`src/rtl/pcf8574_target_pkg.sv`:
```
// Shared types for the PCF8574 I2C target: FSM states and bit-counter width.
package pcf8574_target_pkg;

  localparam int CNT_W = 3;

  typedef enum logic [2:0] {
    ST_IDLE,
    ST_ADDR,
    ST_ADDR_ACK,
    ST_WR_DATA,
    ST_WR_ACK,
    ST_RD_DATA,
    ST_RD_ACK,
    ST_IGNORE
  } state_t;

endpackage

```
`src/rtl/i2c_line_cond.sv`:
```
// Conditions one raw I2C line: 2-flop synchronizer, stability filter and
// one-cycle rise/fall pulses registered together with the filtered level.
module i2c_line_cond #(
  parameter int FILTER = 3
) (
  input  logic clk,
  input  logic rst_n,
  input  logic line_in,
  output logic level,
  output logic rise,
  output logic fall
);

  localparam int CW = (FILTER > 1) ? $clog2(FILTER) : 1;
  localparam logic [CW-1:0] CNT_MAX = CW'(FILTER - 1);

  logic [1:0]    sync;
  logic [CW-1:0] cnt;

  // Idle bus lines are high, so the conditioned level starts high.
  always_ff @(posedge clk or negedge rst_n) begin
    if (!rst_n) begin
      sync  <= 2'b11;
      level <= 1'b1;
      cnt   <= '0;
      rise  <= 1'b0;
      fall  <= 1'b0;
    end else begin
      sync <= {sync[0], line_in};
      rise <= 1'b0;
      fall <= 1'b0;
      if (sync[1] == level) begin
        cnt <= '0;
      end else if (cnt == CNT_MAX) begin
        level <= sync[1];
        rise  <= sync[1];
        fall  <= ~sync[1];
        cnt   <= '0;
      end else begin
        cnt <= cnt + 1'b1;
      end
    end
  end

endmodule

```
`src/rtl/pcf8574_target.sv`:
```
// I2C target emulating a PCF8574 8-bit port expander: writes drive port_out,
// reads return a snapshot of port_in.
module pcf8574_target
  import pcf8574_target_pkg::*;
#(
  parameter logic [7:0] ADDR   = 8'h40,
  parameter int         FILTER = 3
) (
  input  logic       clk,
  input  logic       rst_n,
  input  logic       scl_in,
  input  logic       sda_in,
  output logic       sda_oe,
  input  logic [7:0] port_in,
  output logic [7:0] port_out,
  output logic       write_strobe,
  output logic       read_strobe,
  output logic       busy
);

  logic scl_lvl, scl_rise, scl_fall;
  logic sda_lvl, sda_rise, sda_fall;
  logic start_det, stop_det;

  state_t           state;
  logic [7:0]       shreg;
  logic [CNT_W-1:0] bit_cnt;
  logic             byte_full;

  i2c_line_cond #(.FILTER(FILTER)) u_scl (
    .clk     (clk),
    .rst_n   (rst_n),
    .line_in (scl_in),
    .level   (scl_lvl),
    .rise    (scl_rise),
    .fall    (scl_fall)
  );

  i2c_line_cond #(.FILTER(FILTER)) u_sda (
    .clk     (clk),
    .rst_n   (rst_n),
    .line_in (sda_in),
    .level   (sda_lvl),
    .rise    (sda_rise),
    .fall    (sda_fall)
  );

  assign start_det = sda_fall & scl_lvl;
  assign stop_det  = sda_rise & scl_lvl;

  // The 3-bit counter wraps to 0 after eight bits, so byte_full marks a
  // completed byte and keeps the post-START SCL fall from looking like one.
  always_ff @(posedge clk or negedge rst_n) begin
    if (!rst_n) begin
      state        <= ST_IDLE;
      shreg        <= '0;
      bit_cnt      <= '0;
      byte_full    <= 1'b0;
      sda_oe       <= 1'b0;
      port_out     <= 8'hFF;
      write_strobe <= 1'b0;
      read_strobe  <= 1'b0;
      busy         <= 1'b0;
    end else begin
      write_strobe <= 1'b0;
      read_strobe  <= 1'b0;
      if (stop_det) begin
        state     <= ST_IDLE;
        sda_oe    <= 1'b0;
        busy      <= 1'b0;
        byte_full <= 1'b0;
      end else if (start_det) begin
        state     <= ST_ADDR;
        bit_cnt   <= '0;
        byte_full <= 1'b0;
        sda_oe    <= 1'b0;
        busy      <= 1'b1;
      end else begin
        case (state)
          ST_ADDR, ST_WR_DATA: begin
            if (scl_rise) begin
              shreg   <= {shreg[6:0], sda_lvl};
              bit_cnt <= bit_cnt + 1'b1;
              if (&bit_cnt) byte_full <= 1'b1;
            end else if (scl_fall && byte_full) begin
              byte_full <= 1'b0;
              if (state == ST_WR_DATA) begin
                sda_oe <= 1'b1;
                state  <= ST_WR_ACK;
              end else if (shreg[7:1] == ADDR[7:1]) begin
                sda_oe <= 1'b1;
                state  <= ST_ADDR_ACK;
              end else begin
                state <= ST_IGNORE;
              end
            end
          end
          ST_ADDR_ACK: begin
            if (scl_fall) begin
              bit_cnt <= '0;
              if (shreg[0]) begin
                shreg       <= port_in;
                read_strobe <= 1'b1;
                sda_oe      <= ~port_in[7];
                state       <= ST_RD_DATA;
              end else begin
                sda_oe <= 1'b0;
                state  <= ST_WR_DATA;
              end
            end
          end
          ST_WR_ACK: begin
            if (scl_fall) begin
              port_out     <= shreg;
              write_strobe <= 1'b1;
              sda_oe       <= 1'b0;
              bit_cnt      <= '0;
              state        <= ST_WR_DATA;
            end
          end
          ST_RD_DATA: begin
            if (scl_rise) begin
              bit_cnt <= bit_cnt + 1'b1;
              if (&bit_cnt) byte_full <= 1'b1;
            end else if (scl_fall) begin
              if (byte_full) begin
                byte_full <= 1'b0;
                sda_oe    <= 1'b0;
                state     <= ST_RD_ACK;
              end else begin
                shreg  <= {shreg[6:0], 1'b0};
                sda_oe <= ~shreg[6];
              end
            end
          end
          ST_RD_ACK: begin
            // A NACK ends the read; an ACK reloads port_in on the following fall.
            if (scl_rise && sda_lvl) begin
              state <= ST_IGNORE;
            end else if (scl_fall) begin
              shreg       <= port_in;
              read_strobe <= 1'b1;
              sda_oe      <= ~port_in[7];
              bit_cnt     <= '0;
              state       <= ST_RD_DATA;
            end
          end
          default: begin
            sda_oe <= 1'b0;
          end
        endcase
      end
    end
  end

endmodule

```
`config.mk`:
```
export PLATFORM = sky130hd
export DESIGN_NAME = pcf8574_target
export DESIGN_NICKNAME = d
export VERILOG_FILES = /design/src/rtl/pcf8574_target_pkg.sv /design/src/rtl/i2c_line_cond.sv /design/src/rtl/pcf8574_target.sv
export SDC_FILE = /design/constraint.sdc
export NUM_CORES = 1
export LEC_CHECK = 0
export ABC_AREA = 1
export BUFFER_PORTS_ARGS = -buffer_cell sky130_fd_sc_hd__buf_4
export CORE_UTILIZATION = 40
export DETAILED_ROUTE_END_ITERATION = 16
export PLACE_DENSITY = 0.67
export SLEW_MARGIN = 20
export SYNTH_ARGS = -nofsm -noshare
export SYNTH_HDL_FRONTEND = slang
export SYNTH_SLANG_ARGS = --single-unit
export TNS_END_PERCENT = 30
```
`constraint.sdc`:
```
create_clock -name clk -period 1.55 [get_ports clk]
set_clock_uncertainty 0.1 [all_clocks]
set_input_delay 0.2325 -clock clk [delete_from_list [all_inputs] [get_ports clk]]
set_output_delay 0.2325 -clock clk [all_outputs]
set_load 0.01 [all_outputs]
```
==> results.toml, run 1 <==
[job]
drv_cap = 0

[grt]
antenna_found_initial = 0
grt_pass1_wl_microns = 8490
grt_pass1_vias = 1843
grt_max_degree = 42
grt_usage = 0.186
overflow = 0

[final_layout]
layout_commonest_cell = "nand2_1"
instances_no_fill = 426
layout_common_cells = "74 x nand2_1, 56 x buf_4, 32 x nor2_1"
fin_nets = 369
final-seq-area_sq_um = 1050
drive_gt1_frac = 0.371
multi_input_area_sq_um = 1100
antenna_cells = 0
fillers = 489
syn_to_final_growth_pct = 36.3

[route]
wl_microns = 5440
drtAntennaViolNets = 0
drc = 0
avgViaCountPerCell = 4.89
num_vias = 2082
dr.pass1.iters = 4
wl_per_cell_microns = 12.8
first_iter_violations = 125

[logic_synthesis]
synth_area_sq_um = 2210
ys_ff_latch = 41
seq_area_frac_synth = 0.473
avgSynthCellArea_sq_um = 7.72
yosysWarnings = 0
syn_nets = 300
synth.distinct_cells = 29
syn_inst = 286

[cts]
htree_levels = 2
cts.clk_slew.worst_paths_ns = 0.08
cts_tree = "yes"
cts_buffers = 5
worstSkewPairLatency_ns = 0.29
clkSinkCount = 41
ctsLongestPathBuffers = 2
cts-root-buf = "clkbuf_8"

[placement]
port_buffers = 23
gp_congestion = 0.931
post-place-cells = 406
dpl.hpwl_microns = 3880

[die]
start_util = 0.424
dieArea_sq_um = 5820
die_h_microns = 76.3
core-area_sq_um = 5200
dieWidth_microns = 76.3
ios = 24
num_rows = 26

[timing]
final.setup.worst_slack_ns = -0.0288
setup_viol = 18
drv_slew = 0
min_period_ns = 1.58
tightest_slew_ns = 0.506
clock.fmax_mhz = 633
max_slew_margin = 0.662
finalCritPeriodShare = 1.02
finalHoldViolCount = 0
rsz0062_at_grt = "true"
fin_hold_ws_ns = 0.173

[power]
worst_ir_drop_vdd_mv = 1.13
cellPowerDensity_nw_per_um2 = 1930
p_leak_nw = 1.55

[critical_path]
path_class = "flop to flop"
cp-start-kind = "flop"
path_max_fanout = 4
cp.arrival_ns = 1.66
critPathRequiredTime_ns = 1.63
cp-end-kind = "flop"

[outcome]
status = "complete, but fails checks"
failed_checks = "setup timing"

[hold_path]
hp-class = "input port to flop"
## repair_timing
action	CTS	global route
hold buffers	3	0
buffers inserted	3	5
pin swaps	3	12
hold endpoints to repair	29	0
resized for setup	13	29
cloned	0	1
endpoints found under the setup margin	17	24
## synth_stat cells, drive strengths merged
| cell type | n | area [sq um] |
|---|---|---|
| inv | 36 | 135 |
| o22ai | 1 | 6.26 |
| nor3 | 7 | 46.3 |
| a21oi | 14 | 77.6 |
| nand3b | 1 | 7.51 |
| o2111ai | 1 | 8.76 |
| nand4 | 8 | 50.1 |
| dfstp | 14 | 368 |
| buf | 4 | 41.3 |
| ha | 2 | 25.0 |
| nor4 | 1 | 21.3 |
| nand3 | 19 | 113 |
| xnor2 | 2 | 17.5 |
| nand2 | 90 | 358 |
| nor2 | 41 | 164 |
| dfrtp | 27 | 676 |
| o21ai | 18 | 93.8 |
## worst paths after layout
path	startpoint	end	slack [ns]	cells past startpoint
max	state[2]	byte_full	-0.03	8
min	port_in[0]	shreg[0]	0.17	5
max reg2reg	state[2]	byte_full	-0.03	8
min reg2reg	u_scl.sync[0]	u_scl.sync[1]	0.26	0
max in group asynchronous	rst_n	port_out[6]	0.63	2
min in group asynchronous	rst_n	u_scl.rise	0.35	2
## cells by family after synthesis
group	Yosys count	share of synthesized area
buffers and inverters	40	0.0799
adder cells (fa/ha/maj)	2	0.0113
AND/OR/NAND/NOR	167	0.344
AO/OA/AOI/OAI	34	0.0844
flip-flops	41	0.473
XOR/XNOR	2	0.00793
## critical path, cell delays in order (launching register included)
cell and delay, ns:
dfrtp_2 0.44, buf_4 0.15, nor2_2 0.13, buf_4 0.14
nand4_1 0.15, nand2_2 0.13, nand2_1 0.08, o21ai_2 0.07
o21ai_0 0.08
## where the power goes
| part | switching [W] | leakage, nW | internal [W] |
|---|---|---|---|
| Clock | 0.000370 | 0.0439 | 0.000311 |
| Combinational | 0.00193 | 1.01 | 0.00146 |
| Sequential | 0.000267 | 0.502 | 0.00147 |
## through the flow
stage                      TNS, ns   util  cell area [sq um]  power, W  setup WS, ns
after global placement       -1.94  0.513               2670   0.00452        -0.207
after detailed placement     -1.50  0.513               2670   0.00456        -0.171
after floorplan                  0      -               2210   0.00354        0.0258
after global routing         -1.88  0.578               3010   0.00631        -0.123
final                       -0.246  0.578               3010   0.00582       -0.0288
after CTS                 -0.00555  0.550               2860   0.00548      -0.00555
## registers in the layout (all words and copies together) (netlist names), 2 cells and up
name,cells
port_out,8
u_sda.sync,2
shreg,8
state,3
u_sda.cnt,2
bit_cnt,3
u_scl.cnt,2
u_scl.sync,2
## metal layers
layer | vias to the layer above | wire length, microns | GRT usage
met5 | - | 0 | 0
met4 | 0 | 80 | 0.0519
met3 | 11 | 200 | 0.0287
met2 | 55 | 2670 | 0.301
met1 | 965 | 2490 | 0.257
li1 | 1051 | - | -
## area by class of cell
cell class,count,area share
Multi-Input combinational cell,205,0.366
Clock inverter,3,0.00582
Inverter,36,0.0449
Clock buffer,5,0.0229
Timing Repair Buffer,66,0.183
Sequential cell,41,0.348
Tap cell,70,0.0291
Note: power is estimated with default switching activity, not from simulation.
==> inputs of run 2 (changes only) <==
--- a/config.mk
+++ b/config.mk
@@ -5,7 +5,6 @@
 export SDC_FILE = /design/constraint.sdc
 export NUM_CORES = 1
 export LEC_CHECK = 0
-export ABC_AREA = 1
 export BUFFER_PORTS_ARGS = -buffer_cell sky130_fd_sc_hd__buf_4
 export CORE_UTILIZATION = 40
 export DETAILED_ROUTE_END_ITERATION = 16
==> run 2 against run 1 <==
Net effect:
- the flow still finishes with violations (setup timing)
- sequential share of layout area is 0.75 points lower
- register-to-register slack worse by 0.12 ns
- setup slack worse by 0.12 ns
- final cell count is 22% lower
- power is 5.1% lower
==> results.toml, run 2 <==
[final_layout]
antenna_cells = 0
layout_commonest_cell = "buf_4"
layout_common_cells = "67 x buf_4, 21 x dfrtp_1, 14 x dfstp_2"
drive_gt1_frac = 0.581
fin_nets = 278
reg.largest.list = "port_out x8, shreg x8"
utilization = 0.637
syn_to_final_growth_pct = 49.8

[timing]
tightest_slew_ns = 0.510
rsz0062_at_grt = "true"
finalCritPeriodShare = 1.09
final.setup.worst_slack_ns = -0.145
max_slew_margin = 0.660
finalHoldViolCount = 0
clock.fmax_mhz = 590
drv_slew = 0
setup_viol = 22
tns_ns = -1.52
min_period_ns = 1.69

[critical_path]
cp_cell_sequence = "or2_1 > or3_4 > and3_4 > a221oi_2"
cp.arrival_ns = 1.79
cp_top_family = "simple AND/OR/NAND/NOR gates"
cp-start-kind = "flop"
cp-end-kind = "flop"
worst_path_max_delay_cell = "dfrtp_2"
path_max_fanout = 7
critPathRequiredTime_ns = 1.64
cpPeakStageDelay_ns = 0.47
path_class = "flop to flop"
crit_buf_inv = 0

[logic_synthesis]
synth_compound_area_frac = 0.207
yosys-top-cells-area = "dfrtp_1 33%, dfstp_2 18%, mux2_2 5.5%, a2bb2oi_1 3.4%, a211oi_1 2.9%"
yosys.area.top_type = "dfrtp_1"
synth-main-ff-cell = "dfrtp_1"
synthSimpleGateAreaFrac = 0.155
synth_mux_area_frac = 0.0800
synth_xor_xnor_area_share = 0
synth.distinct_cells = 57
synth_fa_ha_area_frac = 0.0121
ys_ff_latch = 41
ys_async_sr_fraction = 1.00
synth_top_family_by_area = "compound AO/OA/AOI/OAI gates"
syn_nets = 202
yosysWarnings = 0
seq_area_frac_synth = 0.506
yosysMostFrequentCell = "dfrtp_1"
synth_commonest_cells = "27 x dfrtp_1, 14 x dfstp_2, 13 x nor2_1"
synth_top_cell_area_share = 0.327
synth_area_sq_um = 2060
avgSynthCellArea_sq_um = 11.0
synth-edff-count = 0
syn_inst = 188

[cts]
cts_buffers = 5
htree_levels = 2
ctsLongestPathBuffers = 2
cts.clk_slew.worst_paths_ns = 0.09
clkSinkCount = 41
cts_tree = "yes"
worstSkewPairLatency_ns = 0.29
cts-root-buf = "clkbuf_8"

[power]
worst_ir_drop_vdd_mv = 0.972
p_leak_nw = 1.34
cellPowerDensity_nw_per_um2 = 1790

[die]
num_rows = 25
dieWidth_microns = 73.8
start_util = 0.426
ios = 24
die_h_microns = 73.8
core-area_sq_um = 4850
dieArea_sq_um = 5450

[route]
avgViaCountPerCell = 5.36
drtAntennaViolNets = 0
num_vias = 1779
first_iter_violations = 107
wl_microns = 5400
dr.pass1.iters = 5
drc = 0
wl_per_cell_microns = 16.3

[grt]
grt_usage = 0.202
overflow = 0
grt_max_degree = 42
antenna_found_initial = 0
grt_pass1_vias = 1711
grt_pass1_wl_microns = 8280

[hold_path]
hp-class = "input port to flop"

[placement]
dpl.hpwl_microns = 3470
gp_congestion = 0.863
port_buffers = 23
place_ws_ns = -0.270

[outcome]
failed_checks = "setup timing"
status = "complete, but fails checks"

[job]
drv_cap = 0
==> run 2: changes by cell type in the layout (fill, tap and decap cells not counted), sizes merged, moves of 7 or more <==
cell,before,now
nand2,90,12
inv,36,8
nor2,41,13
nand3,19,1
buf,62,76
o21ai,18,5
mux2,0,12
a211oi,0,9
a2bb2oi,0,8
nand4,8,1
o22ai,1,8
==> run 2: report_power, final <==
part / internal (W) / total, W / switching, W / leakage (nW)
Clock: 0.000483 / 0.000870 / 0.000388 / 0.0585
Sequential: 0.00141 / 0.00170 / 0.000295 / 0.471
Combinational: 0.00157 / 0.00295 / 0.00137 / 0.814
==> run 2: through the flow <==
stage	instance area (sq um)	hold WS, ns	instances	total power, W
finish	3090	0.149	332	0.00552
global route	3090	0.132	332	0.00583
CTS	2920	0.140	328	0.00511
detailed placement	2640	0.141	314	0.00394
global placement	2640	0.143	314	0.00389
floorplan	2100	-0.163	188	0.00296
==> run 2: routing by layer <==
layer,part of all wire,vias to the layer above,wire (microns),GRT usage
li1,-,844,-,-
met1,0.45,885,2440,0.291
met2,0.49,44,2660,0.313
met3,0.041,6,220,0.0370
met4,0.014,0,77,0.0556
met5,0,-,0,0
==> run 2: cell families after synthesis <==
group	count (synthesis)
buffers and inverters	17
adders and majority gates	2
AOI/OAI and AO/OA	57
DFF	41
and+or+nand+nor	56
muxes	15
==> run 2: what timing repair did <==
action / 4_1_cts / 5_1_grt
hold endpoints to repair: 29 / 0
hold buffers: 3 / 0
gates resized for setup: 25 / 30
pin swaps: 1 / 10
buffers inserted: 3 / 4
endpoints found under the setup margin: 25 / 22
==> run 2: layout make-up <==
cell class | instances | area, sq um
fill | 354 | 1760
multi-input combinational | 130 | 1170
sequential | 41 | 1050
timing repair buffer | 79 | 643
tap | 67 | 83.8
clock buffer | 5 | 68.8
clock inverter | 3 | 43.8
inverter | 7 | 26.3
==> run 2: worst paths after layout <==
path / start / end / slack [ns] / cells after the start
min: port_in[2] / shreg[2] / 0.15 / 3
max reg2reg: state[0] / state[2] / -0.14 / 4
max in group asynchronous: rst_n / u_scl.fall / 0.62 / 2
max: state[0] / state[2] / -0.14 / 4
min in group asynchronous: rst_n / bit_cnt[1] / 0.36 / 2
min reg2reg: u_sda.sync[0] / u_sda.sync[1] / 0.26 / 0
==> run 2: worst reg2reg max path: stages (launching register included) <==
cell      delay, ns
dfrtp_2        0.47
or2_1          0.26
or3_4          0.37
and3_4         0.20
a221oi_2       0.20
